## src/rtl/fetch_pkg.sv

```systemverilog
// Shared types and constants for the instruction-fetch stage.
package fetch_pkg;

  localparam int unsigned INSTR_BYTES = 4;
  localparam int unsigned PC_W        = 64;

  typedef enum logic [1:0] {
    IDLE,
    WAIT,
    DRAIN
  } fetch_state_t;

  typedef struct packed {
    logic [31:0]     instr;
    logic [PC_W-1:0] pc;
  } fetch_entry_t;

endpackage

```

## src/rtl/fetch_buf.sv

```systemverilog
// Small synchronous FIFO of fetched {instr, pc} entries; DEPTH must be a power of two.
module fetch_buf
  import fetch_pkg::*;
#(
  parameter  int unsigned DEPTH = 2,
  localparam int unsigned PTR_W = $clog2(DEPTH),
  localparam int unsigned CNT_W = $clog2(DEPTH) + 1
) (
  input  logic             clk_i,
  input  logic             reset_i,
  input  logic             clear_i,
  input  logic             push_i,
  input  fetch_entry_t     entry_i,
  input  logic             pop_i,
  output fetch_entry_t     head_o,
  output logic [CNT_W-1:0] count_o
);

  fetch_entry_t     mem_q [DEPTH];
  logic [PTR_W-1:0] rd_ptr_q, wr_ptr_q;
  logic [CNT_W-1:0] count_q;
  logic             do_push, do_pop;

  assign do_push = push_i && (count_q < CNT_W'(DEPTH));
  assign do_pop  = pop_i && (count_q != '0);

  always_ff @(posedge clk_i) begin
    if (reset_i || clear_i) begin
      rd_ptr_q <= '0;
      wr_ptr_q <= '0;
      count_q  <= '0;
    end else begin
      if (do_push) wr_ptr_q <= wr_ptr_q + PTR_W'(1);
      if (do_pop)  rd_ptr_q <= rd_ptr_q + PTR_W'(1);
      count_q <= count_q + CNT_W'(do_push) - CNT_W'(do_pop);
    end
  end

  // Storage needs no reset: count gates every read.
  always_ff @(posedge clk_i) begin
    if (do_push && !clear_i) mem_q[wr_ptr_q] <= entry_i;
  end

  assign head_o  = mem_q[rd_ptr_q];
  assign count_o = count_q;

endmodule

```

## src/rtl/fetch_stage.sv

```systemverilog
// Instruction-fetch stage: PC, single-outstanding imem requests, credit-managed buffer.
// Optional perf counters fetch_count/bubble_count when FETCH_PERF_CNT_EN is defined.
module fetch_stage
  import fetch_pkg::*;
#(
  parameter logic [63:0] RESET_PC  = 64'd0,
  parameter int unsigned BUF_DEPTH = 2
) (
  input  logic        clk,
  input  logic        reset,
  output logic        imem_req,
  output logic [63:0] imem_addr,
  input  logic        imem_gnt,
  input  logic        imem_rvalid,
  input  logic [31:0] imem_rdata,
  input  logic        stall,
  input  logic        redirect,
  input  logic [63:0] redirect_pc,
  output logic [31:0] instruction,
  output logic [63:0] currPC,
  output logic [63:0] pc_plus4,
  output logic        out_valid,
  output logic        IF_ID_flush
`ifdef FETCH_PERF_CNT_EN
  ,
  output logic [31:0] fetch_count,
  output logic [31:0] bubble_count
`endif
);

  localparam int unsigned CNT_W = $clog2(BUF_DEPTH) + 1;

  fetch_state_t     state_q, state_d;
  logic [PC_W-1:0]  fetch_pc_q, fetch_pc_d;
  logic             flush_q;
  logic [31:0]      hold_instr_q;
  logic [PC_W-1:0]  hold_pc_q, hold_pc4_q;

  fetch_entry_t     head, push_entry;
  logic [CNT_W-1:0] count;
  logic             in_flight, has_credit, push, pop;
  logic [PC_W-1:0]  head_pc4;

  assign in_flight  = (state_q != IDLE);
  assign has_credit = (count + CNT_W'(in_flight)) < CNT_W'(BUF_DEPTH);
  assign out_valid  = (count != '0);
  assign pop        = out_valid && !stall && !redirect;
  assign push       = (state_q == WAIT) && imem_rvalid && !redirect;
  assign push_entry = '{instr: imem_rdata, pc: fetch_pc_q};

  fetch_buf #(
    .DEPTH (BUF_DEPTH)
  ) u_buf (
    .clk_i   (clk),
    .reset_i (reset),
    .clear_i (redirect),
    .push_i  (push),
    .entry_i (push_entry),
    .pop_i   (pop),
    .head_o  (head),
    .count_o (count)
  );

  always_comb begin
    state_d    = state_q;
    fetch_pc_d = fetch_pc_q;
    imem_req   = 1'b0;
    unique case (state_q)
      IDLE: begin
        imem_req = has_credit && !redirect && !reset;
        if (imem_req && imem_gnt) state_d = WAIT;
      end
      WAIT: begin
        if (imem_rvalid) begin
          state_d    = IDLE;
          fetch_pc_d = fetch_pc_q + PC_W'(INSTR_BYTES);
        end
      end
      DRAIN: begin
        if (imem_rvalid) state_d = IDLE;
      end
      default: state_d = IDLE;
    endcase
    // A redirect overrides everything; an outstanding response still owed must be drained.
    if (redirect) begin
      fetch_pc_d = {redirect_pc[63:2], 2'b00};
      state_d    = (in_flight && !imem_rvalid) ? DRAIN : IDLE;
    end
  end

  always_ff @(posedge clk) begin
    if (reset) begin
      state_q      <= IDLE;
      fetch_pc_q   <= RESET_PC;
      flush_q      <= 1'b0;
      hold_instr_q <= '0;
      hold_pc_q    <= '0;
      hold_pc4_q   <= '0;
    end else begin
      state_q    <= state_d;
      fetch_pc_q <= fetch_pc_d;
      flush_q    <= redirect;
      if (out_valid) begin
        hold_instr_q <= head.instr;
        hold_pc_q    <= head.pc;
        hold_pc4_q   <= head_pc4;
      end
    end
  end

  assign head_pc4    = head.pc + PC_W'(INSTR_BYTES);
  assign imem_addr   = fetch_pc_q;
  assign IF_ID_flush = flush_q;
  assign instruction = out_valid ? head.instr : hold_instr_q;
  assign currPC      = out_valid ? head.pc    : hold_pc_q;
  assign pc_plus4    = out_valid ? head_pc4   : hold_pc4_q;

`ifdef FETCH_PERF_CNT_EN
  logic [31:0] fetch_cnt_q, bubble_cnt_q;

  always_ff @(posedge clk) begin
    if (reset) begin
      fetch_cnt_q  <= '0;
      bubble_cnt_q <= '0;
    end else begin
      if (push && (fetch_cnt_q != '1)) fetch_cnt_q <= fetch_cnt_q + 32'd1;
      if (!out_valid && !stall && (bubble_cnt_q != '1)) bubble_cnt_q <= bubble_cnt_q + 32'd1;
    end
  end

  assign fetch_count  = fetch_cnt_q;
  assign bubble_count = bubble_cnt_q;
`endif

endmodule

```

## config.mk

```make
export PLATFORM = sky130hd
export DESIGN_NAME = fetch_stage
export DESIGN_NICKNAME = d
export VERILOG_FILES = /design/src/rtl/fetch_pkg.sv /design/src/rtl/fetch_buf.sv /design/src/rtl/fetch_stage.sv
export SDC_FILE = /design/constraint.sdc
export NUM_CORES = 1
export LEC_CHECK = 0
export ABC_AREA = 1
export BUFFER_PORTS_ARGS = -buffer_cell sky130_fd_sc_hd__buf_2
export CELL_PAD_IN_SITES_DETAIL_PLACEMENT = 0
export CELL_PAD_IN_SITES_GLOBAL_PLACEMENT = 1
export CORE_MARGIN = 10
export CORE_UTILIZATION = 30
export CTS_CLUSTER_SIZE = 16
export DETAILED_ROUTE_END_ITERATION = 8
export PLACE_DENSITY = 0.69
export SETUP_SLACK_MARGIN = 0.15
export SLEW_MARGIN = 20
export SYNTH_ARGS = -nofsm -noshare
export SYNTH_HDL_FRONTEND = slang
export SYNTH_SLANG_ARGS = --single-unit
export TNS_END_PERCENT = 50
```

## constraint.sdc

```tcl
create_clock -name clk -period 16.7 [get_ports clk]
set_input_delay 0.835 -clock clk [delete_from_list [all_inputs] [get_ports clk]]
set_output_delay 0.835 -clock clk [all_outputs]
set_load 0.03 [all_outputs]
```

==> results of run 1 <==
[synthesized netlist by cell type (all sizes together)]
| cell type | n | area, um2 |
|---|---|---|
| conb | 1 | 3.750 |
| xnor2 | 5 | 43.79 |
| xor2 | 16 | 140.1 |
| clkbuf | 62 | 232.7 |
| o21ai | 103 | 553.0 |
| nor3 | 42 | 210.2 |
| ha | 6 | 75.07 |
| buf | 49 | 320.3 |
| a221oi | 1 | 8.760 |
| nand3b | 1 | 7.510 |
| o211ai | 3 | 22.52 |
| a21oi | 182 | 910.9 |
| nand3 | 174 | 960.9 |
| inv | 368 | 1381 |
| nor4 | 1 | 6.260 |
| or2 | 5 | 31.28 |
| a32o | 1 | 10.01 |
| a211oi | 48 | 360.4 |
| dfxtp | 230 | 4604 |
| nand4 | 30 | 187.7 |
| o221ai | 2 | 17.52 |
| a22oi | 1 | 7.510 |
| edfxtp | 188 | 5645 |
| nand2 | 901 | 3430 |
| and2 | 33 | 206.5 |
| a31oi | 29 | 181.4 |
| nor2 | 435 | 1758 |
| o21bai | 1 | 7.510 |
| clkinv | 4 | 16.26 |
[worst reg2reg max path, stage by stage, from the launching register on]
cell	delay, ns
dfxtp_4	0.58
inv_2	0.82
buf_4	0.73
nand2_1	0.15
nand2_2	0.19
nand2_1	0.14
inv_2	0.08
nand2_1	0.10
nor2_1	0.28
nand2_1	0.18
nor2_4	0.24
nand3_1	0.11
nand3_1	0.18
nand2_1	0.07
inv_1	0.07
[final cells by class]
cell class,count,share of cell area [%]
Multi-Input combinational cell,2022,36.29
Sequential cell,418,40.58
Antenna cell,2,0.01981
Clock buffer,59,5.165
Inverter,372,5.532
Timing Repair Buffer,339,6.923
Clock inverter,28,0.8320
Tap cell,940,4.655
[cell families (layout without fill, tap and decap cells)]
group | count (synthesis) | count (layout)
AOI/OAI and AO/OA | 371 | 371
xor gates and xnor gates | 21 | 21
adders and majority gates | 6 | 6
buffers and inverters | 483 | 798
DFF | 418 | 418
other | 1 | 4
and+or+nand+nor | 1622 | 1622
[per-layer routing]
metal  wire, um  vias to the layer above  part of all wire, %  track usage [%]
met2      35440                      550                   44            29.49
met4       2886                        2                  3.6            6.725
met1      37140                     9022                   46            25.98
met5         13                        -                0.016                0
met3       4726                      129                  5.9            3.138
li1           -                     9910                    -                -
[through the flow]
stage               area, um2  std cells
floorplan               21340       2923
global placement        23750       4091
detailed placement      23750       4091
CTS                     25260       4178
global route            25260       4178
finish                  25270       4180
[sequential cells by signal, summed over array words and instances (netlist names), named ones only]
register	count
u_buf.mem_q	188
state_q	2
u_buf.wr_ptr_q	1
hold_pc_q	64
hold_pc4_q	64
imem_addr	62
IF_ID_flush	1
u_buf.rd_ptr_q	1
u_buf.count_o	2
hold_instr_q	32
[power groups by stage]
stage / clock network [uW] / logic (uW) / registers (uW)
CTS: 1060 / 181 / 1120
global placement: 0 / 180 / 1140
floorplan: 0 / 95.8 / 1140
finish: 1030 / 179 / 1120
detailed placement: 0 / 181 / 1140
global route: 1100 / 196 / 1120
[cell usage in the layout, fill, tap and decap left out, drive strengths merged, types with 3 or more instances in the layout]
cell type    n
ha           6
a211oi      48
clkinv      22
a21oi      182
or2          5
clkinvlp     4
buf        339
and2        33
inv        372
xnor2        5
a31oi       29
o21ai      103
o211ai       3
nand3      174
nand2      901
nor3        42
edfxtp     188
clkbuf      59
nor2       435
nand4       30
xor2        16
dfxtp      230
[worst max path at each step]
stage / startpoint / to / slack, ns
after CTS: flip-flop / pc_plus4[39] / 11.18
after floorplan: imem_rvalid / u_buf.mem_q[1][10] / 10.56
after detailed placement: flip-flop / pc_plus4[39] / 11.81
final: flip-flop / pc_plus4[39] / 11.26
after global routing: flip-flop / pc_plus4[57] / 10.78
after global placement: flip-flop / pc_plus4[39] / 11.83
==> out/metrics.cfg, run 1 <==
[placed_design]
place_congestion = 0.9657
port_buffers = 324
dp.final_hpwl_um = 60670
place_ws_ns = 11.81

[clock_network]
clock_sinks = 418
clkSlewWorstSetupHoldPaths_ns = 0.06
numCtsBuffers = 48
cts_resized = 0
cts_tree = built
postCtsSetupBuffers = 0
clk_latency_ns = 0.59
hold_buffers = 0
root_buffer = clkbuf_16
h-tree-depth = 2
clk_path_buf_depth = 3

[critical_path]
cp.depth = 13
critPathKind = reg -> out
crit_buf_inv = 4
cp.required_ns = 15.87
crit_chain = inv_2 > buf_4 > nand2_1 > nand2_2 > nand2_1 > inv_2 > nand2_1 > nor2_1 > nand2_1 > nor2_4 > nand3_1 > nand3_1 > buf_2
slowest_delay_ns = 0.81
cpMaxStageDelayCell = inv_2
cp-end-kind = primary output
critPathMaxFanout = 85
critPathTopFamily = buffers and inverters
worst_setup_path_start_kind = flip-flop
rr_endpoint = hold_pc4_q[39]
ff2ff_setup_slack_ns = 12.72
ff2ff_path_depth = 14
cp.arrival_ns = 4.61
cpMostUsedCell = nand2_1

[sta]
fin_skew_ns = 0.01888
clock.fmax_mhz = 183.8
setup_tns_ns = 0
worst_pin_slew_ns = 1.082
rsz0062_at_grt = no
max-slew-margin-rel_pct = 27.89
hold_ws_ns = 0.4378
slew_viol_final = 0
setup_violations = 0
fin_ws_ns = 11.26
hold_violations = 0
min_period_ns = 5.441
fin_crit_sh_pct = 32.58

[die]
die-area_mm2 = 0.08220
pin_count = 329
row_count = 97
initial_utilization_pct = 30.37
die_h_um = 286.7
core-area_mm2 = 0.07027
die_x_um = 286.7

[synthesis]
synthSimpleGateAreaFrac_pct = 31.85
synth_top_family_by_area = simple AND/OR/NAND/NOR gates
synth_fa_ha_area_share_pct = 0.3518
synth_area_mm2 = 0.02134
synth-compound-area-share_pct = 9.744
synthXorXnorAreaFrac_pct = 0.8619
ys_seq_elements = 418
syn_inst = 2922
synth_mux_area_share_pct = 0
synth_area_per_cell_um2 = 7.303
seq_area_frac_synth_pct = 48.03
ys_types = 43
yosysWarnings = 0

[routing]
drcViolationCount = 0
viasPerCell = 4.692
ant_nets = 0
wl_per_cell_um = 19.19
wirelength_um = 80210
drt-initial-drc-count = 1523
vias = 19610
drt_pass1_iterations = 5

[power]
internal_power_uw = 1725
swShare_pct = 25.84
p_leak_uw = 0.01108
switching_power_uw = 600.8
power.share.clock_pct = 44.2
seqPwrFrac_pct = 48.1
vdd.ir_drop.worst_uv = 63.30
p_per_area_mw_per_mm2 = 92.04
comb_power_share_pct = 7.7
finalPower_uw = 2326

[global_routing]
grt_max_degree = 199
grt-ovfl-total = 0
first_global_vias = 18560
grt_antenna_before_repair = 1
grt_use_total_pct = 18.90
grt_first_pass_wirelength_um = 118500

[final_layout]
fillers = 7659
nNetsFinal = 3309
multi_input_area_mm2 = 0.009169
syn2layout_area_growth_pct = 18.39
postLayoutCoreUtil_pct = 35.95
register_area_mm2 = 0.01025
drive_above_1_share_pct = 15.75

[min_path]
worstHoldPathType = in -> reg
min_from = imem_rdata[27]
min_to = u_buf.mem_q[0][91]
min_path_cells = 1

[run_status]
status = finished clean

[run]
max_cap_violations = 0

(Power assumes the default switching activity.)
==> run 2: changes to the inputs <==
- clock period: 16.7 -> 5.5 ns (I/O delays scaled with it)
==> run 2 against run 1 <==
Effect of this change:
- via count up 0.88%
- highest routed layer unchanged
- wire length is 0.22% higher
- largest power group unchanged
- die area did not move
- critical path type unchanged
==> out/metrics.cfg, run 2 (same netlist as run 1, synthesis figures left out) <==
[routing]
drcViolationCount = 0
viasPerCell = 4.659
wirelength_um = 80380
drt_pass1_iterations = 5
wl_per_cell_um = 18.93
ant_nets = 0
drt-initial-drc-count = 1490
vias = 19790

[die]
die_x_um = 286.7
row_count = 97
die_h_um = 286.7
pin_count = 329
die-area_mm2 = 0.08220
core-area_mm2 = 0.07027
initial_utilization_pct = 30.37

[final_layout]
nNetsFinal = 3371
postLayoutCoreUtil_pct = 37.09
syn2layout_area_growth_pct = 22.13
top_regs = u_buf.mem_q (188), hold_pc4_q (64), hold_pc_q (64)
largest_reg_flops = 188
layout.cells.most_common = nand2_1
top_register = u_buf.mem_q
drive_above_1_share_pct = 15.62
final_cells = 4247
final_cell_mix = 884 x nand2_1, 395 x nor2_1, 364 x inv_1

[power]
vdd.ir_drop.worst_uv = 205.9
p_leak_uw = 0.01142
switching_power_uw = 1833
power.share.clock_pct = 46.0
seqPwrFrac_pct = 46.1
comb_power_share_pct = 7.8
finalPower_uw = 7362
internal_power_uw = 5529
p_per_area_mw_per_mm2 = 282.5
swShare_pct = 24.90

[sta]
hold_violations = 0
setup_violations = 0
slew_viol_final = 0
fin_ws_ns = 0.9821
min_period_ns = 4.518
max-slew-margin-rel_pct = 32.89
clock.fmax_mhz = 221.3
worst_pin_slew_ns = 1.007
rsz0062_at_grt = no
fin_skew_ns = 0.01753
fin_crit_sh_pct = 82.14

[global_routing]
grt-ovfl-total = 0
grt_antenna_before_repair = 2
grt_first_pass_wirelength_um = 119700
grt_max_degree = 187
first_global_vias = 18970
grt_use_total_pct = 18.98

[clock_network]
root_buffer = clkbuf_16
clk_latency_ns = 0.59
clkSlewWorstSetupHoldPaths_ns = 0.06
clk_path_buf_depth = 3
numCtsBuffers = 49
h-tree-depth = 2
cts_tree = built
cts_resized = 0
clock_sinks = 418
postCtsSetupBuffers = 0

[placed_design]
dp.cells = 4094
dp.final_hpwl_um = 60410
port_buffers = 324
place_congestion = 0.9548
place_ws_ns = 1.564

[critical_path]
critPathMaxFanout = 92
cp.arrival_ns = 4.24
worst_setup_path_start_kind = flip-flop
cpMostUsedCell = nand2_1
cpMaxStageDelayCell = dfxtp_4
cp.required_ns = 5.22
slowest_delay_ns = 0.97
cp-end-kind = primary output
crit_chain = inv_2 > buf_4 > nand2_1 > nand2_1 > nor2_1 > nand2_1 > nor2_1 > nand2_1 > nor2_1 > nand2_1 > nand3_1 > buf_2
critPathKind = reg -> out

[run]
max_cap_violations = 0

[min_path]
worstHoldPathType = in -> reg

[run_status]
status = finished clean

-- run 2: final cells by class --
class | count | area [um2]
Fill cell | 7515 | 44210
Sequential cell | 418 | 10250
Multi-Input combinational cell | 2022 | 9169
Timing Repair Buffer | 400 | 2381
Inverter | 372 | 1398
Clock buffer | 66 | 1383
Tap cell | 940 | 1176
Clock inverter | 26 | 295.3
Antenna cell | 3 | 7.507
-- run 2: what timing repair did --
action                                  in CTS  in global routing
hold buffers                                58                  0
hold endpoints to repair                    90                  0
endpoints found under the setup margin       0                  0
-- run 2: per-stage QoR --
step,instance area (um2),setup TNS [ns],hold slack [ns]
final,26060,0,0.04162
after floorplan,21350,-25.47,0.3739
after global placement,23790,0,0.4357
after detailed placement,23790,0,0.4359
after CTS,26050,0,0.004153
after global routing,26060,0,0.03689
-- run 2: power by group through the flow --
stage | Combinational [uW] | Sequential, uW | Clock (uW)
after floorplan | 291 | 3470 | 0
after global placement | 546 | 3460 | 0
after detailed placement | 547 | 3460 | 0
after CTS | 582 | 3400 | 3480
after global routing | 628 | 3400 | 3600
final | 576 | 3400 | 3390
-- run 2: path summary, 6_finish.rpt --
| path | start | to | slack (ns) | depth (start not counted) |
|---|---|---|---|---|
| max | flip-flop | pc_plus4[27] | 0.98 | 12 |
| min | stall | flip-flop | 0.04 | 4 |
| max reg2reg | flip-flop | hold_pc4_q[56] | 1.89 | 14 |
| min reg2reg | hold_pc4_q[1] | hold_pc4_q[1] | 0.44 | 2 |
-- run 2: critical path, delay by kind of cell, from the launching register on --
kind / cells / cell delay (ns)
flops: 1 / 0.97
buf+inv: 3 / 1.24
simple gates: 9 / 1.42
-- run 2: per-layer routing --
layer  routed length, um  global-route usage (%)
met4                2256                   5.830
met1               37530                   26.29
met3                4247                   2.774
met5                  13                       0
met2               36340                   30.11
